<file path="src/rtl/pkg_alu.sv">
// Shared ALU-port types: token word layout and push-side framing states.
package pkg_alu;

  localparam int WIDTH_DATA = 32;

  typedef struct packed {
    logic                  acq;
    logic                  rls;
    logic [WIDTH_DATA-1:0] data;
  } tok_word_t;

  typedef enum logic {iDLE, mSG} fsm_frame;

endpackage

</file>
<file path="src/rtl/token_fifo.sv">
// Generic synchronous FIFO with extra-MSB pointers; head is read combinationally.
module token_fifo #(
  parameter int WIDTH = 34,
  parameter int DEPTH = 4,
  localparam int AW   = $clog2(DEPTH),
  localparam int PW   = AW + 1
) (
  input  logic             clock,
  input  logic             reset,
  input  logic             i_push,
  input  logic [WIDTH-1:0] i_wdata,
  input  logic             i_pop,
  output logic [WIDTH-1:0] o_rdata,
  output logic             o_full,
  output logic             o_empty,
  output logic [PW-1:0]    o_count
);

  logic [PW-1:0]    wr_ptr_q, wr_ptr_d;
  logic [PW-1:0]    rd_ptr_q, rd_ptr_d;
  logic [WIDTH-1:0] mem_q [DEPTH];
  logic             push_ok, pop_ok;

  assign o_empty = (wr_ptr_q == rd_ptr_q);
  assign o_full  = (wr_ptr_q[PW-1] != rd_ptr_q[PW-1]) &&
                   (wr_ptr_q[AW-1:0] == rd_ptr_q[AW-1:0]);
  assign o_count = wr_ptr_q - rd_ptr_q;
  assign o_rdata = mem_q[rd_ptr_q[AW-1:0]];

  // Full/empty are judged on current state, so a push at full is refused even with a pop
  assign push_ok = i_push & ~o_full;
  assign pop_ok  = i_pop & ~o_empty;

  // Next-pointer computation; pointers wrap naturally
  always_comb begin
    wr_ptr_d = wr_ptr_q;
    rd_ptr_d = rd_ptr_q;
    if (push_ok) wr_ptr_d = wr_ptr_q + PW'(1);
    if (pop_ok)  rd_ptr_d = rd_ptr_q + PW'(1);
  end

  // Pointer registers
  always_ff @(posedge clock) begin
    if (reset) begin
      wr_ptr_q <= '0;
      rd_ptr_q <= '0;
    end else begin
      wr_ptr_q <= wr_ptr_d;
      rd_ptr_q <= rd_ptr_d;
    end
  end

  // Storage write; contents are don't-care after reset
  always_ff @(posedge clock) begin
    if (push_ok) mem_q[wr_ptr_q[AW-1:0]] <= i_wdata;
  end

endmodule

</file>
<file path="src/rtl/port_token_buffer.sv">
// Elastic input stage ahead of the ALU port synchroniser: FIFO, link backpressure,
// framing tracking and sticky error flags.
module port_token_buffer
  import pkg_alu::*;
#(
  parameter int WIDTH_DATA = pkg_alu::WIDTH_DATA,
  parameter int DEPTH      = 4,
  parameter int SKID       = 2,
  localparam int CW        = $clog2(DEPTH) + 1
) (
  input  logic                  clock,
  input  logic                  reset,
  input  logic                  I_Valid,
  input  logic                  I_Acq,
  input  logic                  I_Rls,
  input  logic [WIDTH_DATA-1:0] I_Data,
  input  logic                  I_Nack,
  output logic                  O_Valid,
  output logic                  O_Acq,
  output logic                  O_Rls,
  output logic [WIDTH_DATA-1:0] O_Data,
  output logic                  O_Nack,
  output logic [CW-1:0]         O_Count,
  output logic                  O_InMsg,
  output logic                  O_Overflow,
  output logic                  O_ProtoErr
);

  localparam logic [CW-1:0] NACK_TH = CW'(DEPTH - SKID);

  tok_word_t     wr_word, rd_word;
  logic          full, empty, push, pop;
  logic [CW-1:0] count, count_next;

  fsm_frame frame_q, frame_d;
  logic     nack_q, nack_d;
  logic     inmsg_q, inmsg_d;
  logic     ovf_q, ovf_d;
  logic     perr_q, perr_d;

  assign wr_word = '{acq: I_Acq, rls: I_Rls, data: I_Data};
  assign push    = I_Valid & ~full;
  assign pop     = ~empty & ~I_Nack;

  token_fifo #(
    .WIDTH (($bits(tok_word_t))),
    .DEPTH (DEPTH)
  ) u_fifo (
    .clock   (clock),
    .reset   (reset),
    .i_push  (push),
    .i_wdata (wr_word),
    .i_pop   (pop),
    .o_rdata (rd_word),
    .o_full  (full),
    .o_empty (empty),
    .o_count (count)
  );

  assign O_Valid    = ~empty;
  assign O_Acq      = ~empty & rd_word.acq;
  assign O_Rls      = ~empty & rd_word.rls;
  assign O_Data     = empty ? '0 : rd_word.data;
  assign O_Count    = count;
  assign O_Nack     = nack_q;
  assign O_InMsg    = inmsg_q;
  assign O_Overflow = ovf_q;
  assign O_ProtoErr = perr_q;

  assign count_next = count + CW'(push) - CW'(pop);

  // Framing FSM, backpressure threshold, pop-side message flag and sticky errors
  always_comb begin
    frame_d = frame_q;
    nack_d  = (count_next >= NACK_TH);
    inmsg_d = inmsg_q;
    ovf_d   = ovf_q | (I_Valid & full);
    perr_d  = perr_q;

    if (push) begin
      unique case (frame_q)
        iDLE: begin
          // Acq+Rls together is a complete one-word message
          if (I_Rls && !I_Acq) perr_d  = 1'b1;
          if (I_Acq && !I_Rls) frame_d = mSG;
        end
        mSG: begin
          if (I_Acq) perr_d  = 1'b1;
          if (I_Rls) frame_d = iDLE;
        end
        default: frame_d = iDLE;
      endcase
    end

    if (pop) begin
      if (rd_word.rls)      inmsg_d = 1'b0;
      else if (rd_word.acq) inmsg_d = 1'b1;
    end
  end

  // Control state registers
  always_ff @(posedge clock) begin
    if (reset) begin
      frame_q <= iDLE;
      nack_q  <= 1'b0;
      inmsg_q <= 1'b0;
      ovf_q   <= 1'b0;
      perr_q  <= 1'b0;
    end else begin
      frame_q <= frame_d;
      nack_q  <= nack_d;
      inmsg_q <= inmsg_d;
      ovf_q   <= ovf_d;
      perr_q  <= perr_d;
    end
  end

endmodule
</file>
<file path="config.mk">
export PLATFORM = sky130hd
export DESIGN_NAME = port_token_buffer
export DESIGN_NICKNAME = d
export VERILOG_FILES = /design/src/rtl/pkg_alu.sv /design/src/rtl/token_fifo.sv /design/src/rtl/port_token_buffer.sv
export SDC_FILE = /design/constraint.sdc
export NUM_CORES = 1
export LEC_CHECK = 0
export ABC_AREA = 1
export CAP_MARGIN = 40
export CORE_UTILIZATION = 50
export CTS_BUF_LIST = sky130_fd_sc_hd__clkbuf_8
export CTS_CLUSTER_SIZE = 12
export DETAILED_ROUTE_END_ITERATION = 10
export PLACE_DENSITY_LB_ADDON = 0.3
export SLEW_MARGIN = 20
export SYNTH_ARGS = -nofsm -noshare
export SYNTH_HDL_FRONTEND = slang
export SYNTH_SLANG_ARGS = --single-unit
</file>
<file path="constraint.sdc">
create_clock -name clock -period 9.2 [get_ports clock]
set_input_delay 1.84 -clock clock [delete_from_list [all_inputs] [get_ports clock]]
set_output_delay 1.84 -clock clock [all_outputs]
set_load 0.05 [all_outputs]
</file>
==> qor.txt, run 1 <==
status -> finished clean
initial antenna violation count -> 1
clk_skew -> 10.2 ps
PwrDens -> 260 nW/um^2
DR DRC count -> 0
synth unique cells -> 26
Setup TNS -> 0 ps
Routed wire per std cell -> 16.5 um
Die W -> 113 um
RSZ-0062 raised after global routing -> no
sinks on the clock net -> 149
share of cells above drive strength 1 -> 0.115
leading area contributor after synthesis -> edfxtp_1
fmax -> 0.210 GHz
DPL Wire Length -> 7.50 mm
Final Cycle Share -> 0.516
PostCTS Resize Cnt -> 0
Core Area -> 12000 um^2
gr usage total -> 0.207
most frequent cells in the layout -> 138 x nor2_1, 136 x edfxtp_1, 79 x clkdlybuf4s50_1, 54 x o21ai_0, 25 x a21oi_1
final hold vios -> 0
worst slack, placed -> 4890 ps
synthesized area -> 6170 um^2
Worst slew margin -> 0.502
Pwr Total -> 1.95 mW
Hold-fix buffers, CTS -> 0
most common cell after layout, fill and taps aside -> nor2_1
LEAKAGE -> 2.62 nW
design area -> 7510 um^2
vias per cell -> 5.30
Longest Clk Path Bufs -> 2
Cell Rows -> 40
WL final -> 12.4 mm
Hold Crit Class -> register to register
Syn Area/Cell -> 12.1 um^2
final count of pins violating max slew -> 0
first-pass GRT wire length -> 19.9 mm
flops & latches, synth -> 149
Area growth syn-to-layout -> 21.8%
Reg clk slew, reported paths -> 80 ps
Setup Crit Path Kind -> register to output pin
dpl cell area -> 7110 um^2
Seq/Total Area, Yosys -> 0.704
CP Cell Sequence -> buf_4 > inv_4 > o21ai_0 > a21oi_2 > clkdlybuf4s50_1
iteration count of the initial detailed-routing pass -> 5
Worst Path Arrival -> 2910 ps
Critical Path Fanout Max -> 69
main area contributors after synthesis -> edfxtp_1 66%, nor2_1 8.6%, o21ai_0 4.4%
vias in the first global route -> 4030
CTS tree -> done
DP Cell Count -> 716
largest net degree at the start of global routing -> 70
Synth Warn # -> 0
initial core utilization -> 0.513
post-CTS setup buffers -> 0
Slowest Stage Delay on Critical Path -> 720 ps
minimum clock period -> 4750 ps
Slowest cell on crit path -> clkdlybuf4s50_1
non-filler cells, final -> 749
gr ovfl total -> 0
Final #Nets -> 636
max-capacitance violation count -> 0
Final setup viols -> 0
Mapped Nets -> 559
Worst Max-Slew Pin Slew -> 745 ps
Final WS setup -> 4450 ps
Crit. End Element -> output pin
Root Buffer -> clkbuf_8
CTS buffer count -> 17
IO buf count -> 79
Critical Path Source Type -> register
Worst-Skew Late Latency -> 430 ps
Critical Path RT -> 7360 ps
io pins -> 80
DR iter-0 viols -> 258
cells after synthesis -> 511
maximum vdd drop -> 220 uV
Yosys top cell area share -> 0.662
FILL cells -> 960
post-route ant nets -> 0
DIE HEIGHT -> 113 um
H-tree Lvls -> 4
RD Place Congestion -> 0.763
Via Count -> 3969
die area -> 12800 um^2
[metrics by stage]
step / util / hold WS, ps
3_3_place_gp: 0.584 / 435
2_1_floorplan: - / 444
5_1_grt: 0.625 / 497
6_report: 0.625 / 448
4_1_cts: 0.625 / 453
3_5_place_dp: 0.592 / 443
[metal layers]
metal  global-route usage  up-vias  wire length (um)
met5                    0        -                 0
li1                     -     1917                 -
met4               0.0816        0               198
met3               0.0498       15               615
met2                0.337      117              6170
met1                0.270     1920              5400
[flip-flops by register name, indices dropped and copies added, names as in the netlist, named ones only]
signal	count
u_fifo.mem_q	136
u_fifo.rd_ptr_q	3
u_fifo.wr_ptr_q	3
O_InMsg	1
O_Nack	1
O_Overflow	1
O_ProtoErr	1
frame_q	1
[logic make-up (layout without fill, tap and decap cells)]
| family | after synthesis | in the layout | share of synthesized area |
|---|---|---|---|
| buf+inv | 53 | 143 | 0.0456 |
| fa+ha+maj | 10 | 10 | 0.0227 |
| flops | 149 | 149 | 0.704 |
| other cells | 0 | 1 | 0 |
| simple gates | 189 | 189 | 0.127 |
| xor+xnor | 3 | 3 | 0.00426 |
| compound gates | 107 | 107 | 0.0960 |
[cells in the mapped netlist (all sizes together)]
master,count
edfxtp,136
nand2,30
inv,26
fa,2
xor2,2
a21oi,40
xnor2,1
or2,1
ha,8
clkbuf,6
nor2,142
dfxtp,13
nand3,16
buf,21
o21ai,67
[area by class of cell]
| cell class | count | area [um^2] | share of cell area |
|---|---|---|---|
| Multi-Input combinational cell | 309 | 1570 | 0.209 |
| Timing Repair Buffer | 85 | 908 | 0.121 |
| Antenna cell | 1 | 2.50 | 0.000333 |
| Inverter | 26 | 103 | 0.0137 |
| Tap cell | 147 | 184 | 0.0245 |
| Clock buffer | 17 | 234 | 0.0311 |
| Clock inverter | 15 | 164 | 0.0218 |
| Sequential cell | 149 | 4350 | 0.578 |
[power by group]
part | switching [mW] | internal [mW]
clock | 0.236 | 0.265
sequential | 0.0111 | 0.772
combinational | 0.461 | 0.205
total | 0.708 | 1.24
[worst paths after layout]
| check | endpoint | depth (start not counted) | from | slack (ps) |
|---|---|---|---|---|
| worst min-delay path | O_ProtoErr | 2 | O_ProtoErr | 450 |
| worst max-delay path | O_Data[5] | 5 | register | 4450 |
| worst max register to register | O_Nack | 16 | u_fifo.wr_ptr_q[0] | 6360 |
| worst min register to register | O_ProtoErr | 2 | O_ProtoErr | 450 |
[worst max-delay path, delay by kind of cell, from the launching register on]
family | cells | cell delay [ps]
buf+inv | 3 | 1690
compound gates | 2 | 450
flops | 1 | 310
(Power assumes the default switching activity.)
==> run 2, diff against run 1 <==
==> constraint.sdc (replaced) <==
create_clock -name clock -period 4.5 [get_ports clock]
set_input_delay 0.9 -clock clock [delete_from_list [all_inputs] [get_ports clock]]
set_output_delay 0.9 -clock clock [all_outputs]
set_load 0.05 [all_outputs]
==> run 2 against run 1 <==
  * Core utilization fell by 0.22 points
  * Critical path depth up 3
  * Via count fell by 0.58%
  * Highest routed layer unchanged
  * Final cell count increased by 0.13%
  * Routed wire length grew 0.69%
  * Critical endpoint is now O_Data[15]
  * Total power grew 110%
==> qor.txt, run 2 (synthesis results as in run 1) <==
Setup Crit Path Kind -> register to output pin
Worst slew margin -> 0.459 (-0.0435)
gr usage total -> 0.207 (-0.000376)
Area growth syn-to-layout -> 21.4%
fmax -> 0.266 GHz
LEAKAGE -> 2.66 nW (+1.8%)
Via Count -> 3946 (-0.58%)
net switching power -> 1.46 mW (+110%)
WL final -> 12.5 mm (+0.69%)
Clock Power Share -> 0.280 (+0.024)
io pins -> 80 (unchanged)
DR iter-0 viols -> 280 (+8.5%)
Largest register FFs -> 136 (unchanged)
final hold vios -> 0 (unchanged)
initial antenna violation count -> 0 (-1)
RD Place Congestion -> 0.795 (+4.2%)
Worst-Skew Late Latency -> 450 ps (+20 ps)
Routed wire per std cell -> 16.6 um (+0.55%)
minimum clock period -> 3760 ps
Hold Crit Class -> register to register
PwrDens -> 547 nW/um^2 (+110%)
max-capacitance violation count -> 0 (unchanged)
PostCTS Resize Cnt -> 0 (unchanged)
Critical Path Fanout Max -> 34 (-51%)
post-route ant nets -> 0 (unchanged)
Slowest cell on crit path -> clkdlybuf4s50_1
CP Cell Sequence -> inv_1 > ha_1 > nand2_1 > inv_1 > nand2_4 > inv_4 > a21oi_1 > clkdlybuf4s50_1
Final #Nets -> 638 (+0.31%)
sinks on the clock net -> 149 (unchanged)
Root Buffer -> clkbuf_8
status -> finished clean
largest net degree at the start of global routing -> 69 (-1.4%)
Cell Rows -> 40 (unchanged)
Sequential Power Share -> 0.393 (-0.009)
Critical Path RT -> 3600 ps (-3760 ps)
Hold-fix buffers, CTS -> 0 (unchanged)
most used cell, CP -> inv_1
Core Area -> 12000 um^2 (unchanged)
Int Power -> 2.63 mW (+110%)
CTS buffer count -> 17 (unchanged)
IO buf count -> 79 (unchanged)
H-tree Lvls -> 4 (unchanged)
die area -> 12800 um^2 (unchanged)
DPL Wire Length -> 7.29 mm (-2.8%)
Sw Share -> 0.357 (-0.00611)
most common cell after layout, fill and taps aside -> nor2_1
RSZ-0062 raised after global routing -> no
Worst Max-Slew Pin Slew -> 810 ps (+65.1 ps)
Final setup viols -> 0 (unchanged)
Reg clk slew, reported paths -> 80 ps (about the same)
DIE HEIGHT -> 113 um (unchanged)
gr ovfl total -> 0 (unchanged)
CTS tree -> done
Longest Clk Path Bufs -> 2 (unchanged)
most frequent cells in the layout -> 138 x nor2_1, 136 x edfxtp_1, 65 x clkdlybuf4s50_1, 54 x o21ai_0, 25 x a21oi_1
Final Cycle Share -> 0.836
vias in the first global route -> 3825 (-5.1%)
final count of pins violating max slew -> 0 (unchanged)
vias per cell -> 5.26 (-0.71%)
share of cells above drive strength 1 -> 0.143 (+0.0278)
first-pass GRT wire length -> 19.5 mm (-1.8%)
maximum vdd drop -> 322 uV (+46%)
delay-heaviest family, CP -> buffers and inverters
initial core utilization -> 0.513 (unchanged)
dpl cell area -> 7010 um^2 (-1.4%)
combinational share of power -> 0.327 (-0.015)
Setup TNS -> 0 ps (unchanged)
FILL cells -> 918 (-4.4%)
Hold Slack -> 449 ps (+0.613 ps)
final core area utilization -> 0.623 (-0.00219)
Worst Path Arrival -> 2860 ps (-50 ps)
iteration count of the initial detailed-routing pass -> 5 (unchanged)
Slowest Stage Delay on Critical Path -> 730 ps (about the same)
Die W -> 113 um (unchanged)
Buf+Inv Stages, Crit Path -> 4 (+1)
clk_skew -> 10.2 ps (+0.00810 ps)
Crit. End Element -> output pin
sequential cell area -> 4350 um^2 (unchanged)
post-CTS setup buffers -> 0 (unchanged)
design area -> 7490 um^2 (-0.35%)
DR DRC count -> 0 (unchanged)
diode count -> 0 (-1)
Critical Path Source Type -> register
footprint of the multi-input gates -> 1570 um^2 (unchanged)
## run 2: cell type report
type / instances / area share
inverters: 26 / 0.0137
clock inverters: 15 / 0.0284
repair buffers: 87 / 0.112
well taps: 147 / 0.0246
clock buffers: 17 / 0.0313
multi-input cells: 309 / 0.210
flip-flops and latches: 149 / 0.580
## run 2: through the flow
stage                     worst slack (ps)  power (mW)  instances
after floorplan                       1490        2.60        511
after global placement                1240        2.96        717
after detailed placement              1180        2.98        717
after CTS                              697        4.11        749
after global routing                   580        4.27        750
final                                  738        4.09        750
## run 2: worst paths after layout
check,startpoint,cells after the start,endpoint,slack [ps]
max,u_fifo.wr_ptr_q[0],8,O_Data[15],740
min,O_Overflow,2,O_Overflow,450
max reg2reg,u_fifo.wr_ptr_q[0],16,O_Nack,1680
min reg2reg,O_Overflow,2,O_Overflow,450
## run 2: routing by layer
layer | up-vias | GRT usage | share of wire
met2 | 125 | 0.341 | 0.50
met4 | 0 | 0.0798 | 0.013
met3 | 13 | 0.0514 | 0.054
li1 | 1925 | - | -
met1 | 1883 | 0.265 | 0.43
met5 | - | 0 | 0
## run 2: power by group through the flow
| stage | combinational (mW) | sequential [mW] | clock [mW] |
|---|---|---|---|
| 2_1_floorplan | 0.953 | 1.65 | 0 |
| 3_3_place_gp | 1.32 | 1.64 | 0 |
| 3_5_place_dp | 1.34 | 1.64 | 0 |
| 4_1_cts | 1.35 | 1.61 | 1.16 |
| 5_1_grt | 1.43 | 1.62 | 1.22 |
| 6_report | 1.34 | 1.61 | 1.14 |
## run 2: tightest hold or removal path, stage by stage (launching register included)
cell and delay [ps]:
dfxtp_1 310, inv_1 40, a21oi_1 50
==> run 3, diff against run 2 <==
==> constraint.sdc (replaced) <==
create_clock -name clock -period 3.8 [get_ports clock]
set_input_delay 0.76 -clock clock [delete_from_list [all_inputs] [get_ports clock]]
set_output_delay 0.76 -clock clock [all_outputs]
set_load 0.05 [all_outputs]
==> run 3 against run 2 <==
  * Sequential share of layout area decreased by 2.4 points
  * Non-clock buffer count decreased by 1
  * Largest cell class unchanged
  * Sequential cell count unchanged
  * Final cell count decreased by 0.13%
  * Combinational power increased by 45%
  * Routed wire length decreased by 3.4%
  * Global-route usage decreased by 0.63 points
  * Critical path type unchanged
  * Core utilization increased by 2.7 points
  * Register-to-register slack got worse by 730 ps
  * Clock skew increased by 2.2 ps
  * Setup slack got worse by 310 ps
  * Clock power increased by 7%
==> qor.txt, run 3 (synthesis results as in run 1) <==
H-tree Lvls -> 4 (unchanged)
post-CTS setup buffers -> 0 (unchanged)
Routed wire per std cell -> 16.1 um (-3.2%)
Slowest Stage Delay on Critical Path -> 810 ps (+80 ps)
iteration count of the initial detailed-routing pass -> 5 (unchanged)
Worst-Skew Late Latency -> 440 ps (about the same)
PostCTS Resize Cnt -> 0 (unchanged)
CTS tree -> done
max-capacitance violation count -> 0 (unchanged)
most frequent cells in the layout -> 138 x nor2_1, 136 x edfxtp_1, 54 x o21ai_0, 45 x clkdlybuf4s50_1, 36 x buf_12
fmax -> 0.297 GHz
Cell Rows -> 40 (unchanged)
delay-heaviest family, CP -> buffers and inverters
sequential cell area -> 4350 um^2 (unchanged)
DR DRC count -> 0 (unchanged)
Core Area -> 12000 um^2 (unchanged)
Hold Crit Class -> register to register
status -> finished clean
FILL cells -> 907 (-1.2%)
post-route ant nets -> 0 (unchanged)
vias per cell -> 5.30 (+0.72%)
most used cell, CP -> inv_1
Worst Path Arrival -> 2610 ps (-250 ps)
maximum vdd drop -> 355 uV (+10%)
Reg clk slew, reported paths -> 70 ps (about the same)
Setup Crit Path Kind -> register to output pin
DPL Wire Length -> 7.25 mm (-0.50%)
Sequential Power Share -> 0.379 (-0.014)
Clock Power Share -> 0.240 (-0.040)
Worst Max-Slew Pin Slew -> 723 ps (-86.7 ps)
minimum clock period -> 3370 ps
CP Cell Sequence -> inv_1 > ha_1 > fa_1 > inv_1 > nand3_1 > nand2_1 > clkdlybuf4s50_1
CTS buffer count -> 17 (unchanged)
Final setup viols -> 0 (unchanged)
footprint of the multi-input gates -> 1570 um^2 (unchanged)
Hold Slack -> 454 ps (+5.68 ps)
Critical Path RT -> 3040 ps (-560 ps)
Crit. End Element -> output pin
gr usage total -> 0.200 (-0.00626)
Setup TNS -> 0 ps (unchanged)
WL final -> 12.0 mm (-3.4%)
clk_skew -> 12.4 ps (+2.19 ps)
Largest register FFs -> 136 (unchanged)
largest net degree at the start of global routing -> 69 (unchanged)
combinational share of power -> 0.381 (+0.054)
Slowest cell on crit path -> clkdlybuf4s50_1
net switching power -> 1.78 mW (+21%)
first-pass GRT wire length -> 19.2 mm (-1.7%)
most common cell after layout, fill and taps aside -> nor2_1
sinks on the clock net -> 149 (unchanged)
Die W -> 113 um (unchanged)
Buf+Inv Stages, Crit Path -> 3 (-1)
LEAKAGE -> 2.81 nW (+5.5%)
final hold vios -> 0 (unchanged)
IO buf count -> 79 (unchanged)
initial antenna violation count -> 0 (unchanged)
DR iter-0 viols -> 256 (-8.6%)
Area growth syn-to-layout -> 26.7%
final count of pins violating max slew -> 0 (unchanged)
Critical Path Source Type -> register
io pins -> 80 (unchanged)
Worst slew margin -> 0.517 (+0.0584)
die area -> 12800 um^2 (unchanged)
PwrDens -> 651 nW/um^2 (+19%)
Int Power -> 3.31 mW (+26%)
vias in the first global route -> 3997 (+4.5%)
RD Place Congestion -> 0.759 (-4.4%)
gr ovfl total -> 0 (unchanged)
initial core utilization -> 0.513 (unchanged)
Root Buffer -> clkbuf_8
Final #Nets -> 637 (-0.16%)
share of cells above drive strength 1 -> 0.171 (+0.0285)
Final Cycle Share -> 0.886
Critical Path Fanout Max -> 4 (-88%)
Sw Share -> 0.349 (-0.00776)
Longest Clk Path Bufs -> 2 (unchanged)
DIE HEIGHT -> 113 um (unchanged)
Via Count -> 3969 (+0.58%)
diode count -> 0 (unchanged)
RSZ-0062 raised after global routing -> no
Hold-fix buffers, CTS -> 0 (unchanged)
## run 3: metal layers
layer / vias up / routed length (um) / track usage
met5: - / 0 / 0
met4: 0 / 151 / 0.0772
met3: 14 / 808 / 0.0471
met2: 139 / 5930 / 0.345
met1: 1897 / 5150 / 0.246
li1: 1919 / - / -
## run 3: worst min-delay path, stage by stage (launching register included)
cell and delay [ps]:
dfxtp_1 310, inv_1 50, a21oi_1 50
## run 3: layout make-up
type	instances	area share
Sequential cell	149	0.556
Tap cell	147	0.0235
Multi-Input combinational cell	309	0.201
Clock buffer	19	0.0335
Timing Repair Buffer	86	0.155
Clock inverter	13	0.0179
Inverter	26	0.0131
## run 3: worst paths after layout
path	from	endpoint	slack (ps)	depth (start not counted)
max	u_fifo.wr_ptr_q[0]	O_Count[2]	430	7
min	O_ProtoErr	O_ProtoErr	450	2
max reg2reg	u_fifo.wr_ptr_q[0]	O_Nack	950	16
min reg2reg	O_ProtoErr	O_ProtoErr	450	2
## run 3: power by group through the flow
stage          registers [mW]  clock network, mW  logic, mW
2_1_floorplan            1.96                  0       1.13
3_3_place_gp             1.96                  0       1.92
3_5_place_dp             1.96                  0       1.95
4_1_cts                  1.93               1.23       1.95
5_1_grt                  1.94               1.30       2.04
6_report                 1.93               1.22       1.94
## run 3: metrics by stage
| stage | std cells | util | instance area [um^2] | worst slack [ps] | power, mW |
|---|---|---|---|---|---|
| 6_report | 749 | 0.651 | 7810 | 433 | 5.08 |
| 5_1_grt | 749 | 0.651 | 7810 | 282 | 5.28 |
| 4_1_cts | 749 | 0.651 | 7810 | 411 | 5.11 |
| 3_5_place_dp | 717 | 0.617 | 7410 | 621 | 3.91 |
| 3_3_place_gp | 717 | 0.617 | 7410 | 711 | 3.88 |
| 2_1_floorplan | 511 | - | 6170 | 813 | 3.08 |
